### src/rtl/mem_port_arbiter.sv
// mem_port_arbiter: shares one single-port memory between fetch and load/store,
// one outstanding transaction, round-robin arbitration, flush drop and timeout.
module mem_port_arbiter #(
  parameter int ADDR_W      = 32,
  parameter int DATA_W      = 32,
  parameter int TIMEOUT_CYC = 64
) (
  input  logic                clk_i,
  input  logic                rst_i,
  input  logic                if_req_i,
  input  logic [ADDR_W-1:0]   if_addr_i,
  output logic [DATA_W-1:0]   if_rdata_o,
  output logic                if_valid_o,
  input  logic                lsu_req_i,
  input  logic                lsu_we_i,
  input  logic [ADDR_W-1:0]   lsu_addr_i,
  input  logic [DATA_W-1:0]   lsu_wdata_i,
  input  logic [DATA_W/8-1:0] lsu_bmask_i,
  output logic [DATA_W-1:0]   lsu_rdata_o,
  output logic                lsu_valid_o,
  input  logic                flush_i,
  output logic                mem_req_o,
  output logic                mem_we_o,
  output logic [ADDR_W-1:0]   mem_addr_o,
  output logic [DATA_W-1:0]   mem_wdata_o,
  output logic [DATA_W/8-1:0] mem_bmask_o,
  input  logic                mem_gnt_i,
  input  logic                mem_rvalid_i,
  input  logic [DATA_W-1:0]   mem_rdata_i,
  output logic                if_stall_o,
  output logic                lsu_stall_o,
  output logic                timeout_o
);
  localparam int BM_W  = DATA_W / 8;
  localparam int CNT_W = $clog2(TIMEOUT_CYC) + 1;
  typedef enum logic [1:0] {IDLE, REQ, WAIT} state_t;
  state_t              r_state, w_next;
  logic                r_owner, r_last_owner;
  logic [ADDR_W-1:0]   r_addr;
  logic                r_we;
  logic [DATA_W-1:0]   r_wdata, r_if_rdata, r_lsu_rdata;
  logic [BM_W-1:0]     r_bmask;
  logic [CNT_W-1:0]    r_cnt;
  logic                r_drop, r_timeout, r_if_valid, r_lsu_valid;
  logic                w_if_elig, w_lsu_elig, w_win, w_pick_lsu;
  logic                w_busy, w_done, w_tmo, w_end, w_drop, w_deliver;
  logic [DATA_W-1:0]   w_data;
  // owner encoding: 0 = fetch, 1 = load/store
  assign w_if_elig  = if_req_i & ~flush_i & ~r_if_valid;
  assign w_lsu_elig = lsu_req_i & ~r_lsu_valid;
  assign w_win      = w_if_elig | w_lsu_elig;
  assign w_pick_lsu = w_lsu_elig & (~w_if_elig | ~r_last_owner);
  assign w_busy     = r_state != IDLE;
  assign w_done     = (r_state == WAIT) & mem_rvalid_i;
  assign w_tmo      = w_busy & ~w_done & (r_cnt == CNT_W'(TIMEOUT_CYC - 2));
  assign w_end      = w_done | w_tmo;
  // a flush in the completing cycle already makes the fetch stale
  assign w_drop     = r_drop | (flush_i & ~r_owner);
  assign w_deliver  = w_end & (r_owner | ~w_drop);
  assign w_data     = w_done ? mem_rdata_i : '0;
  always_comb begin
    w_next = r_state;
    if (r_state == IDLE) w_next = w_win ? REQ : IDLE;
    else if (w_end) w_next = IDLE;
    else if (r_state == REQ && mem_gnt_i) w_next = WAIT;
  end
  always_ff @(posedge clk_i or posedge rst_i)
    if (rst_i) r_state <= IDLE;
    else r_state <= w_next;
  always_ff @(posedge clk_i or posedge rst_i) begin
    if (rst_i) begin
      r_owner      <= 1'b0;
      r_last_owner <= 1'b0;
      r_addr       <= '0;
      r_we         <= 1'b0;
      r_wdata      <= '0;
      r_bmask      <= '0;
      r_cnt        <= '0;
      r_drop       <= 1'b0;
      r_timeout    <= 1'b0;
      r_if_valid   <= 1'b0;
      r_lsu_valid  <= 1'b0;
      r_if_rdata   <= '0;
      r_lsu_rdata  <= '0;
    end else begin
      if (r_state == IDLE && w_win) begin
        r_owner <= w_pick_lsu;
        r_addr  <= w_pick_lsu ? lsu_addr_i : if_addr_i;
        r_we    <= w_pick_lsu & lsu_we_i;
        r_wdata <= w_pick_lsu ? lsu_wdata_i : '0;
        r_bmask <= w_pick_lsu ? lsu_bmask_i : '1;
        r_cnt   <= '0;
      end else if (w_busy) r_cnt <= r_cnt + 1'b1;
      r_drop      <= w_end ? 1'b0 : (r_drop | (w_busy & flush_i & ~r_owner));
      r_if_valid  <= w_deliver & ~r_owner;
      r_lsu_valid <= w_deliver & r_owner;
      if (w_deliver && !r_owner) r_if_rdata <= w_data;
      if (w_deliver && r_owner) r_lsu_rdata <= w_data;
      if (w_end) r_last_owner <= r_owner;
      if (w_tmo) r_timeout <= 1'b1;
    end
  end
  assign mem_req_o   = r_state == REQ;
  assign mem_we_o    = r_we;
  assign mem_addr_o  = r_addr;
  assign mem_wdata_o = r_wdata;
  assign mem_bmask_o = r_bmask;
  assign if_rdata_o  = r_if_rdata;
  assign if_valid_o  = r_if_valid;
  assign lsu_rdata_o = r_lsu_rdata;
  assign lsu_valid_o = r_lsu_valid;
  assign timeout_o   = r_timeout;
  assign if_stall_o  = if_req_i & ~r_if_valid & ~flush_i;
  assign lsu_stall_o = lsu_req_i & ~r_lsu_valid;
endmodule

### config.mk
export PLATFORM = sky130hd
export DESIGN_NAME = mem_port_arbiter
export DESIGN_NICKNAME = d
export VERILOG_FILES = /design/src/rtl/mem_port_arbiter.sv
export SDC_FILE = /design/constraint.sdc
export NUM_CORES = 1
export LEC_CHECK = 0
export BUFFER_PORTS_ARGS = -buffer_cell sky130_fd_sc_hd__buf_2
export CORE_UTILIZATION = 35
export DETAILED_ROUTE_END_ITERATION = 6
export PLACE_DENSITY = 0.73
export SLEW_MARGIN = 40
export SYNTH_ARGS = -nofsm -noshare
export SYNTH_HDL_FRONTEND = slang
export SYNTH_SLANG_ARGS = --single-unit
### constraint.sdc
create_clock -name clk_i -period 5.6 [get_ports clk_i]
set_input_delay 0 -clock clk_i [delete_from_list [all_inputs] [get_ports clk_i]]
set_output_delay 0 -clock clk_i [all_outputs]
set_load 0.1 [all_outputs]
==> Yosys cells after proc, flatten, opt, wreduce, memory -nomap -nowiden <==
Cells that the tools add are included.
{ "totals": {"inputBits": 140, "wordCells": 68, "regBits": 148, "output_inout_bits": 139} }
{ "classes": {"eq_ne": 3, "muxes": 11, "bitwise_logic": 30, "n_reduce_logical": 9, "addsub": 1} }
{ "op_table": {"columns": ["cell", "n"], "rows": [
  ["32-bit 2-to-1 mux", 3],
  ["1-bit bitwise AND", 16],
  ["7-bit 2-to-1 mux", 2],
  ["1-bit NOT", 8],
  ["7-bit by 1-bit adder with 7-bit output, second input constant", 1],
  ["7-bit by 6-bit == test with 1-bit output, second input constant", 1],
  ["2-bit 2-to-1 mux", 3],
  ["1-bit OR", 6],
  ["1-bit logical AND", 4],
  ["4-bit 2-to-1 mux", 1],
  ["2-bit nonzero test", 2],
  ["3-bit nonzero test", 1],
  ["2-bit by 1-bit == test with 1-bit output, second input constant", 1],
  ["2-bit == test, second input constant", 1],
  ["2-bit logical NOT", 1],
  ["1-bit 2-to-1 mux", 2],
  ["1-bit logical NOT", 1]
]} }

==> Logic depth before layout (Yosys ltp) <==
Gate-level depths: netlist of the first run.
{ "depth": {"depth_word": 8, "ltp_mapped": 7, "depth_no_buf": 6} }

==> Worst setup path after synthesis of the first run <==
No wires, ideal clock.
{ "synth_path": {"path_type": "register to register", "startpoint": "register r_if_valid, in the netlist if_valid_o", "endpoint": "register r_wdata[0], in the netlist mem_wdata_o[0]", "stages_incl_launch_ff": 8, "setup_slack_ns": 2.761, "setup_ns": 0.122, "n_path_buf": 3, "arrival_time_ns": 2.717, "t_required_ns": 5.478, "period_less_slack_ns": 2.839, "path_cell_list": "dfrtp_1 -> nor3b_4 -> a21boi_1 -> buf_2 -> and2_1 -> buf_6 -> buf_6 -> a22o_1"} }
{ "synth_via": {"elab_chain_cells": 6, "elab_cells_between_ends": 8, "cone_classes": "mux: 1; bitwise: 6; reduce/logical: 1"} }
{ "synth_lines": {"columns": ["item", "line", "rtl"], "rows": [
  ["start, declared", "44", "logic r_drop, r_timeout, r_if_valid, r_lsu_valid;"],
  ["start signal, assigned", "95", "r_if_valid <= w_deliver & ~r_owner;"],
  ["1-bit NOT (*)", "49", "assign w_if_elig = if_req_i & ~flush_i & ~r_if_valid;"],
  ["1-bit bitwise AND (*)", "49", null],
  ["1-bit NOT", "52", "assign w_pick_lsu = w_lsu_elig & (~w_if_elig | ~r_last_owner);"],
  ["1-bit OR", "52", null],
  ["1-bit bitwise AND", "52", null],
  ["32-bit 2-to-1 mux", "90", "r_wdata <= w_pick_lsu ? lsu_wdata_i : '0;"],
  ["end signal, assigned", "90", null],
  ["end, declared", "41", "logic [DATA_W-1:0] r_wdata, r_if_rdata, r_lsu_rdata;"]
]} }
Mark *: on every way between the ends. The rest lies on a longest branch, timed or not.
A chain may end at the register's enable or synchronous reset.

==> Worst setup path after layout of the first run <==
{ "layout_path": {"startpoint": "register r_lsu_valid, in the netlist lsu_valid_o", "endpoint": "register r_addr[22], in the netlist mem_addr_o[22]"} }
{ "layout_via": {"elab_chain_cells": 4, "elab_cells_between_ends": 6, "cone_classes": "mux: 1; bitwise: 4; reduce/logical: 1"} }
{ "layout_lines": {"columns": ["item", "line", "rtl"], "rows": [
  ["start, declared", "44", null],
  ["start signal, assigned", "96", "r_lsu_valid <= w_deliver & r_owner;"],
  ["1-bit NOT (*)", "50", "assign w_lsu_elig = lsu_req_i & ~r_lsu_valid;"],
  ["1-bit bitwise AND (*)", "50", null],
  ["1-bit bitwise AND / 1-bit OR (equally long branches)", "52, 51", null],
  ["32-bit 2-to-1 mux / 1-bit logical AND (equally long branches)", "88, 86", null],
  ["end signal, assigned", "88", "r_addr <= w_pick_lsu ? lsu_addr_i : if_addr_i;"],
  ["end, declared", "39", "logic [ADDR_W-1:0] r_addr;"]
]} }
Marked as above.

==> results of run 1 <==
==> flip-flops by register name, summed over array words and instances, names as in the netlist <==
name,flops
lsu_valid_o,1
lsu_rdata_o,32
r_owner,1
mem_we_o,1
r_last_owner,1
if_valid_o,1
mem_addr_o,32
mem_wdata_o,32
if_rdata_o,32
mem_bmask_o,4
timeout_o,1
r_drop,1
r_cnt,7
r_state,2
==> stage by stage <==
stage	utilization, %	std cells	hold slack [ns]	setup slack [ns]
5_1_grt	58.1	1080	0.0817	2.93
2_1_floorplan	-	441	0.120	1.62
3_5_place_dp	45.6	908	0.177	3.30
6_report	58.1	1080	0.0855	3.07
4_1_cts	57.8	1078	0.156	3.09
3_3_place_gp	45.6	908	0.186	3.40
==> worst reg2reg max path, delay by kind of cell (launching register included) <==
family	cells	cell delay (ns)
flip-flops	1	0.39
AND/OR/NAND/NOR	1	0.32
buffers and inverters	2	1.07
AO/OA/AOI/OAI	2	0.29
multiplexers	1	0.31
==> final timing paths <==
check                                        endpoint  depth (start not counted)
max in group asynchronous  mem_wdata_o[3]$_DFFE_PP0P_                          5
min reg2reg                 mem_addr_o[5]$_DFFE_PP0P_                          2
max                        mem_addr_o[22]$_DFFE_PP0P_                          6
min in group clk_i               r_cnt[1]$_DFFE_PP0P_                          4
max reg2reg                mem_addr_o[22]$_DFFE_PP0P_                          6
min                        mem_addr_o[27]$_DFFE_PP0P_                          3
==> kinds of logic (layout without fill, tap and decap cells) <==
logic type / Yosys count / after routing / synth area share, %
flip-flops: 148 / 148 / 63.8
AO/OA/AOI/OAI: 155 / 155 / 20.6
AND/OR/NAND/NOR: 64 / 64 / 5.39
adder cells (fa/ha/maj): 2 / 2 / 0.431
buffers and inverters: 40 / 463 / 4.31
multiplexers: 32 / 32 / 5.52
==> per-layer routing <==
layer  global-route usage [%]  wire (um)
met5                        0          0
met4                     7.37        256
met3                     6.11       1200
met2                     38.3       9460
met1                     24.4       7500
==> synthesized netlist by cell type, types with 3 or more instances <==
cell type and n:
dfrtp_1 148, a22o_1 97, o21ai_0 43, nand2_1 37
mux2i_1 32, clkbuf_1 14, buf_6 11, nor2_1 8
inv_1 7, buf_2 5, o22a_1 4, buf_4 3
nor3_1 3
==> area by class of cell <==
type	instances	area, um2	share of cell area (%)
inverter	7	31.3	0.335
multi-input combinational	253	1880	20.1
timing repair buffer	424	2860	30.7
clock inverter	15	159	1.70
tap	216	270	2.90
sequential	148	3700	39.7
clock buffer	17	425	4.56
==> impl_metrics.csv, run 1 <==
group,metric,value,unit
status,outcome,"complete, no violations",
timing,finalSetupTns,0,ns
critical_path,critical_path.top_delay_family,"buffers and inverters",
place,routabilityCongestion,0.778,
hold_path,hold_path.class,"in -> async",
global_routing,grt_pass1_wl,27600,um
floorplan,core,16100,um2
clock_network,numCtsBuffers,17,
critical_path,r2r-start,"lsu_valid_o$_DFF_PP0_",
floorplan,fp.dieH,131,um
critical_path,slowest_delay,0.58,ns
clock_network,h-tree-depth,4,
timing,rsz0062_at_grt,"false",
floorplan,num_rows,46,
final_layout,antenna_cells,0,
synthesis,synthesis.nets,583,
detailed_routing,finalWirelength,18400,um
timing,worstMarginPinSlew,0.605,ns
clock_network,worstSkewPairLatency,0.42,ns
critical_path,r2r_slack,3.07,ns
place,placed_area,7320,um2
synthesis,synth_top_area_cell,"dfrtp_1",
synthesis,ys_warn_count,0,
synthesis,ys.flop_type,"dfrtp_1",
clock_network,cts-resized-gates,0,
critical_path,slowest_stage,"dlygate4sd3_1",
detailed_routing,via_per_inst,4.93,
timing,fin_crit,2.53,ns
critical_path,crit_path_max_fanout,34,
synthesis,syn-cell-area,5810,um2
final_layout,nNetsFinal,993,
clock_network,path_clk_slew,0.07,ns
timing,finalSetupViolCount,0,
global_routing,overflow,0,
synthesis,synthArstFlopShare,100,%
final_layout,final_cell_mix,"buf_2 (278), dfrtp_1 (148), dlygate4sd3_1 (138), a22o_1 (97), o21ai_0 (43)",
final_layout,design_area,9330,um2
clock_network,holdBufCountCts,138,
global_routing,grt_max_degree,84,
synthesis,synth_area_per_cell,13.2,um2
synthesis,synth-edff-count,0,
clock_network,clock_path_buffers,2,
timing,relSlewSlack,59.7,%
detailed_routing,drtPass1Iterations,4,
critical_path,cp.required,5.86,ns
detailed_routing,drc_errors,0,
clock_network,cts_sinks,148,
synthesis,synth_seq_cells,148,
timing,report.final.slew_viol_count,0,
global_routing,antenna_found_initial,0,
timing,fmax,395,MHz
synthesis,ys_types,36,
clock_network,root_buffer,"clkbuf_16",
clock_network,cts_setup_buffers,0,
synthesis,synth.area.top_cells,"dfrtp_1 (64%), a22o_1 (15%), mux2i_1 (5.5%)",
detailed_routing,wl_per_cell,17.1,um
critical_path,worstSetupEndpointType,"flop",
detailed_routing,ant_nets,0,
timing,fin_skew,0.00815,ns
clock_network,cts_tree,"built",
global_routing,grtUsageTotal,21.4,%
place,detailed_place_hpwl,10500,um
detailed_routing,drt_iter0_markers,199,
critical_path,crit_chain,"and2b_1 -> a21boi_4 -> buf_4 -> mux2i_1 -> dlygate4sd3_1 -> o21ai_0",
run,drv_cap,0,
place,numPortBuffers,278,
timing,hold_violations,0,
synthesis,yosysSeqAreaShare,63.8,%
final_layout,drive_gt1_share,38.2,%
synthesis,synthCells,441,
final_layout,final_common_cell,"buf_2",
final_layout,fillers,1264,
detailed_routing,vias,5321,
synthesis,synth_top_area_share,63.8,%
critical_path,critPathBufInv,2,
critical_path,crit_start,"lsu_valid_o$_DFF_PP0_",
global_routing,first_global_vias,5478,
floorplan,initial_core_util,36.2,%
floorplan,die_x,131,um
timing,timing.final.crit_share,45.2,%
critical_path,worstPathArrival,2.79,ns
critical_path,criticalPathCategory,"reg -> reg",
final_layout,syn_to_final_growth,60.7,%
floorplan,dieArea,17100,um2
floorplan,io_pins,279,
critical_path,critical_path.startpoint_type,"flop",
Power of run 1 is left out: the tool's default activity adds up to more than one toggle a clock period on the data nets, which glitch-free logic cannot reach.
==> run 2: changes to the inputs <==
- PLACE_DENSITY: 0.73 -> 0.76
- clock period: 5.6 -> 2.3 ns (I/O delays scaled with it)
==> run 2 against run 1 <==
Compared with the run above: design area is 2.2% higher; sequential share of layout area is 0.83 points lower; count of clock-buffer cells in the layout stayed put; clock skew is 0.0021 ns higher; via count is 0.30% higher; setup slack worse by 3.0 ns; largest cell class unchanged; global-route usage is 1.6 points lower; wire length is 3.4% lower; critical endpoint is now mem_addr_o[16]$_DFFE_PP0P_; critical path type unchanged; fmax is 12% higher; utilization is 1.3 points higher.
==> impl_metrics.csv, run 2 (same netlist as run 1, synthesis figures left out) <==
group,metric,value,unit
final_layout,syn_to_final_growth,64.2,%
timing,hold_violations,0,
floorplan,io_pins,279,
clock_network,worstSkewPairLatency,0.41,ns
floorplan,core,16100,um2
critical_path,worst_r2r_endpoint,"mem_addr_o[16]$_DFFE_PP0P_",
floorplan,die_x,131,um
clock_network,root_buffer,"clkbuf_16",
run,drv_cap,0,
final_layout,final_cell_mix,"buf_2 (278), dfrtp_1 (146), dlygate4sd3_1 (131), a22o_1 (97), o21ai_0 (43)",
timing,timing.final.crit_share,98.1,%
clock_network,path_clk_slew,0.07,ns
global_routing,overflow,0,
critical_path,worstPathArrival,2.52,ns
floorplan,dieArea,17100,um2
global_routing,first_global_vias,5304,
clock_network,clock_path_buffers,2,
global_routing,grt_pass1_wl,25900,um
final_layout,antenna_cells,0,
global_routing,antenna_found_initial,0,
timing,fin_crit,2.26,ns
critical_path,slowest_delay,0.56,ns
final_layout,instances_no_fill,1086,
timing,finalSetupViolCount,0,
place,routabilityCongestion,0.747,
timing,report.final.slew_viol_count,0,
critical_path,worstSetupEndpointType,"flop",
critical_path,cp.required,2.56,ns
global_routing,grtUsageTotal,19.9,%
detailed_routing,via_per_inst,4.91,
critical_path,slowest_stage,"dlygate4sd3_1",
critical_path,r2r_slack,0.04,ns
timing,fmax,443,MHz
detailed_routing,finalWirelength,17800,um
detailed_routing,drtPass1Iterations,5,
status,outcome,"complete, no violations",
critical_path,critical_path.top_delay_family,"buffers and inverters",
global_routing,grt_max_degree,86,
place,numPortBuffers,278,
final_layout,design_area,9530,um2
timing,fin_skew,0.0102,ns
critical_path,crit_chain,"and2b_4 -> a21boi_4 -> buf_12 -> clkbuf_16 -> mux2i_1 -> dlygate4sd3_1 -> o21ai_0",
critical_path,crit_path_max_fanout,16,
critical_path,cp-endpoint,"mem_addr_o[16]$_DFFE_PP0P_",
place,dp_cells,910,
place,placed_area,7390,um2
timing,finalSetupTns,0,ns
detailed_routing,ant_nets,0,
critical_path,critical_path.startpoint_type,"flop",
final_layout,final_common_cell,"buf_2",
critical_path,rr_worst_depth,7,
timing,relSlewSlack,63.2,%
clock_network,numCtsBuffers,17,
timing,worstMarginPinSlew,0.552,ns
detailed_routing,drc_errors,0,
final_layout,fillers,1203,
final_layout,drive_gt1_share,39.2,%
critical_path,r2r-start,"lsu_valid_o$_DFF_PP0_",
clock_network,cts_sinks,148,
detailed_routing,wl_per_cell,16.4,um
detailed_routing,drt_iter0_markers,194,
place,detailed_place_hpwl,10200,um
floorplan,initial_core_util,36.2,%
critical_path,cp.depth,7,
floorplan,num_rows,46,
floorplan,fp.dieH,131,um
final_layout,nNetsFinal,999,
critical_path,criticalPathCategory,"reg -> reg",
critical_path,critPathBufInv,3,
clock_network,h-tree-depth,4,
hold_path,hold_path.class,"in -> reg",
detailed_routing,vias,5337,
critical_path,crit_start,"lsu_valid_o$_DFF_PP0_",
clock_network,cts_tree,"built",
## run 2: changes by cell type in the layout (fill, tap and decap cells not counted), moves of 2 or more
cell and delta:
buf_12 +5, dfrtp_1 -2, clkbuf_16 +3, dlygate4sd3_1 -7
dlymetal6s4s_1 +7, inv_8 -2, bufinv_16 +3, dfrtp_2 +2
## run 2: stage by stage
step,setup WS (ns),hold WS [ns],utilization (%)
2_1_floorplan,-0.282,0.121,-
3_3_place_gp,0.459,0.0812,46.0
3_5_place_dp,0.379,0.0826,46.0
4_1_cts,0.0792,0.176,58.5
5_1_grt,-0.00275,0.144,59.4
6_report,0.0447,0.112,59.4
## run 2: tightest hold or removal path, stage by stage
cell and delay [ns]:
buf_2 0.10, mux2i_1 0.12, dlymetal6s4s_1 0.20, o21ai_0 0.07
## run 2: cell type report
class / count / area (um2) / area share, %
Sequential cell: 148 / 3710 / 38.9
Clock buffer: 17 / 425 / 4.46
Timing Repair Buffer: 430 / 3010 / 31.6
Tap cell: 216 / 270 / 2.83
Clock inverter: 15 / 208 / 2.18
Multi-Input combinational cell: 253 / 1880 / 19.8
Inverter: 7 / 30.0 / 0.315
## run 2: metal layers
layer  routed length [um]  share of wire (%)  GRT usage [%]  up-vias
li1                     -                  -              -     2466
met2                 8800                 49           34.3      283
met4                  271                1.5           7.37        0
met3                 1560                8.7           6.64       22
met5                    0                  0              0        -
met1                 7160                 40           22.9     2566
## run 2: how the worst min path moves through the flow
stage	from	endpoint	slack (ns)	cells after the start
2_1_floorplan	flush_i	if_stall_o	0.12	1
3_3_place_gp	rst_i	if_rdata_o[7]$_DFFE_PP0P_	0.08	2
3_5_place_dp	rst_i	if_rdata_o[7]$_DFFE_PP0P_	0.08	2
4_1_cts	rst_i	if_rdata_o[7]$_DFFE_PP0P_	0.18	3
5_1_grt	lsu_addr_i[8]	mem_addr_o[8]$_DFFE_PP0P_	0.14	4
6_report	lsu_addr_i[8]	mem_addr_o[8]$_DFFE_PP0P_	0.11	4
## run 2: what timing repair did
action | 4_1_cts | 5_1_grt
buffers inserted | 0 | 3
hold endpoints to repair | 159 | 0
gates resized for setup | 0 | 9
hold buffers | 138 | 0
endpoints found under the setup margin | 0 | 12
Power of run 2 is left out for the same reason.
==> run 3: changes to the inputs <==
- ABC_AREA: not set -> 1
- PLACE_DENSITY: 0.76 -> not set
==> run 3 against run 2 <==
Compared with the run above: hold slack worse by 0.028 ns; critical path type unchanged; non-clock buffer count is 6 lower; critical path depth increased by 3; largest cell class unchanged; clock skew is 0.010 ns higher; synthesized area increased by 14%; global-route usage increased by 1.4 points; synthesized cell count rose by 93%; die area up 14%; first-iteration DRC count up 21%; flip-flop and latch count unchanged; register-to-register slack gained 0.11 ns; design area grew 7.0%; highest routed layer unchanged.
==> impl_metrics.csv, run 3 <==
group,metric,value,unit
synthesis,yosysSeqAreaShare,55.9,%
synthesis,synth_commonest_cells,"nand2_1 (405), dfrtp_1 (148), inv_1 (107), nand3_1 (69), nor2_1 (53)",
clock_network,worstSkewPairLatency,0.43,ns
critical_path,path_common_cell,"nand2_1",
critical_path,worstPathArrival,2.46,ns
clock_network,root_buffer,"clkbuf_16",
timing,fin_skew,0.0202,ns
critical_path,cp.required,2.61,ns
timing,fmax,466,MHz
final_layout,final_cell_mix,"nand2_1 (404), buf_2 (278), dfrtp_1 (148), dlygate4sd3_1 (136), inv_1 (106)",
global_routing,overflow,0,
status,outcome,"complete, no violations",
timing,worstMarginPinSlew,0.543,ns
synthesis,synth.area.top_cells,"dfrtp_1 (56%), nand2_1 (23%), inv_1 (6.1%)",
detailed_routing,drc_errors,0,
run,drv_cap,0,
critical_path,slowest_delay,0.58,ns
place,placed_area,8190,um2
clock_network,cts_tree,"built",
synthesis,syn-cell-area,6630,um2
critical_path,rr_worst_depth,10,
floorplan,dieArea,19500,um2
synthesis,synth_top_area_cell,"dfrtp_1",
final_layout,syn_to_final_growth,53.9,%
detailed_routing,wl_per_cell,13.4,um
place,routabilityCongestion,0.754,
synthesis,synth_top_area_share,55.9,%
global_routing,first_global_vias,6613,
timing,relSlewSlack,63.7,%
timing,rsz0062_at_grt,"false",
timing,fin_crit,2.15,ns
floorplan,initial_core_util,36.3,%
place,detailed_place_hpwl,12300,um
synthesis,synthArstFlopShare,100,%
clock_network,path_clk_slew,0.06,ns
hold_path,min_path_cells,4,
clock_network,cts_setup_buffers,0,
global_routing,antenna_found_initial,0,
synthesis,synthesis.nets,992,
critical_path,critical_path.startpoint_type,"flop",
clock_network,cts_sinks,148,
detailed_routing,drt_iter0_markers,235,
synthesis,ys_warn_count,0,
critical_path,r2r_slack,0.15,ns
final_layout,final_common_cell,"nand2_1",
hold_path,hold_path.class,"in -> reg",
detailed_routing,ant_nets,0,
global_routing,grt_max_degree,149,
place,numPortBuffers,278,
synthesis,synth_area_per_cell,7.80,um2
floorplan,num_rows,49,
detailed_routing,finalWirelength,20100,um
final_layout,design_area,10200,um2
timing,report.final.slew_viol_count,0,
global_routing,grt_pass1_wl,32900,um
critical_path,worstSetupEndpointType,"flop",
timing,timing.final.crit_share,93.3,%
critical_path,critical_path.top_delay_family,"buffers and inverters",
global_routing,grtUsageTotal,21.3,%
floorplan,fp.dieH,140,um
clock_network,h-tree-depth,4,
timing,finalSetupViolCount,0,
synthesis,ys.flop_type,"dfrtp_1",
final_layout,nNetsFinal,1396,
detailed_routing,vias,6644,
critical_path,slowest_stage,"dlygate4sd3_1",
clock_network,numCtsBuffers,17,
critical_path,criticalPathCategory,"reg -> reg",
critical_path,cp.depth,10,
critical_path,crit_chain,"inv_1 -> nand2_1 -> inv_2 -> buf_6 -> nand2_1 -> buf_4 -> nand2_1 -> nand3_1 -> dlygate4sd3_1 -> nand2_1",
floorplan,core,18300,um2
synthesis,ys_types,23,
floorplan,io_pins,279,
final_layout,antenna_cells,0,
final_layout,utilization,55.8,%
final_layout,fillers,1686,
detailed_routing,via_per_inst,4.44,
synthesis,synth-edff-count,0,
floorplan,die_x,140,um
synthesis,synthCells,850,
detailed_routing,drtPass1Iterations,4,
critical_path,critPathBufInv,5,
synthesis,synth_most_common_cell,"nand2_1",
synthesis,synth_seq_cells,148,
clock_network,clock_path_buffers,2,
critical_path,crit_path_max_fanout,34,
final_layout,drive_gt1_share,26.5,%
timing,hold_violations,0,
timing,finalSetupTns,0,ns
[run 3: cell count changes in the layout (fill, tap and decap cells not counted), sizes merged, moves of 5 or more]
cell,before,now
nand2,39,409
nand3,1,72
dlymetal6s4s,7,0
nor2,9,55
a22o,97,0
inv,14,114
mux2i,32,0
o21ai,44,6
dlygate4sd3,131,136
[run 3: final timing paths]
check	from	endpoint
hold reg to reg	timeout_o$_DFFE_PP0P_	timeout_o$_DFFE_PP0P_
setup reg to reg	lsu_valid_o$_DFF_PP0_	mem_addr_o[26]$_DFFE_PP0P_
setup / recovery	lsu_valid_o$_DFF_PP0_	mem_addr_o[26]$_DFFE_PP0P_
min in group asynchronous	rst_i	lsu_rdata_o[6]$_DFFE_PP0P_
hold / removal	if_req_i	r_owner$_DFFE_PP0P_
max in group asynchronous	rst_i	lsu_rdata_o[22]$_DFFE_PP0P_
[run 3: logic make-up after synthesis]
family	share of synthesized area (%)
AOI/OAI and AO/OA	0.982
adders and majority gates	0.378
and+or+nand+nor	32.8
xor gates and xnor gates	0.132
DFF	55.9
buffers and inverters	9.78
[run 3: layer usage]
metal  vias to the layer above  GRT usage, %  share of wire, %
met5                         -             0                 0
met4                         0          8.39               1.9
met3                        32          5.20               6.8
met2                       230          36.3                48
met1                      3040          25.8                44
li1                       3342             -                 -
[run 3: worst reg2reg max path, cell delays in order, from the launching register on]
cell           delay [ns]
dfrtp_1              0.34
inv_1                0.04
nand2_1              0.14
inv_2                0.07
buf_6                0.20
nand2_1              0.10
buf_4                0.31
nand2_1              0.10
nand3_1              0.10
dlygate4sd3_1        0.58
nand2_1              0.06
[run 3: cell type report]
class                           instances  area, um2  share of cell area (%)
Timing Repair Buffer                  424       2890                    28.3
Clock inverter                         15        195                    1.91
Multi-Input combinational cell        554       2290                    22.4
Clock buffer                           17        425                    4.17
Inverter                              109        413                    4.05
Sequential cell                       148       3700                    36.3
Tap cell                              229        287                    2.81
[run 3: metrics by stage]
stage	worst slack, ns	hold WS [ns]	cells
6_report	0.154	0.0834	1496
5_1_grt	0.0137	0.148	1496
4_1_cts	0.119	0.101	1495
3_5_place_dp	0.628	0.203	1327
3_3_place_gp	0.657	0.196	1327
2_1_floorplan	0.105	0.110	850
[run 3: timing repair]
| action | 4_1_cts | 5_1_grt |
|---|---|---|
| hold endpoints to repair | 284 | 0 |
| setup endpoints to repair | 0 | 31 |
| hold buffers | 136 | 0 |
| resized for setup | 0 | 1 |
Power of run 3 is left out for the same reason.
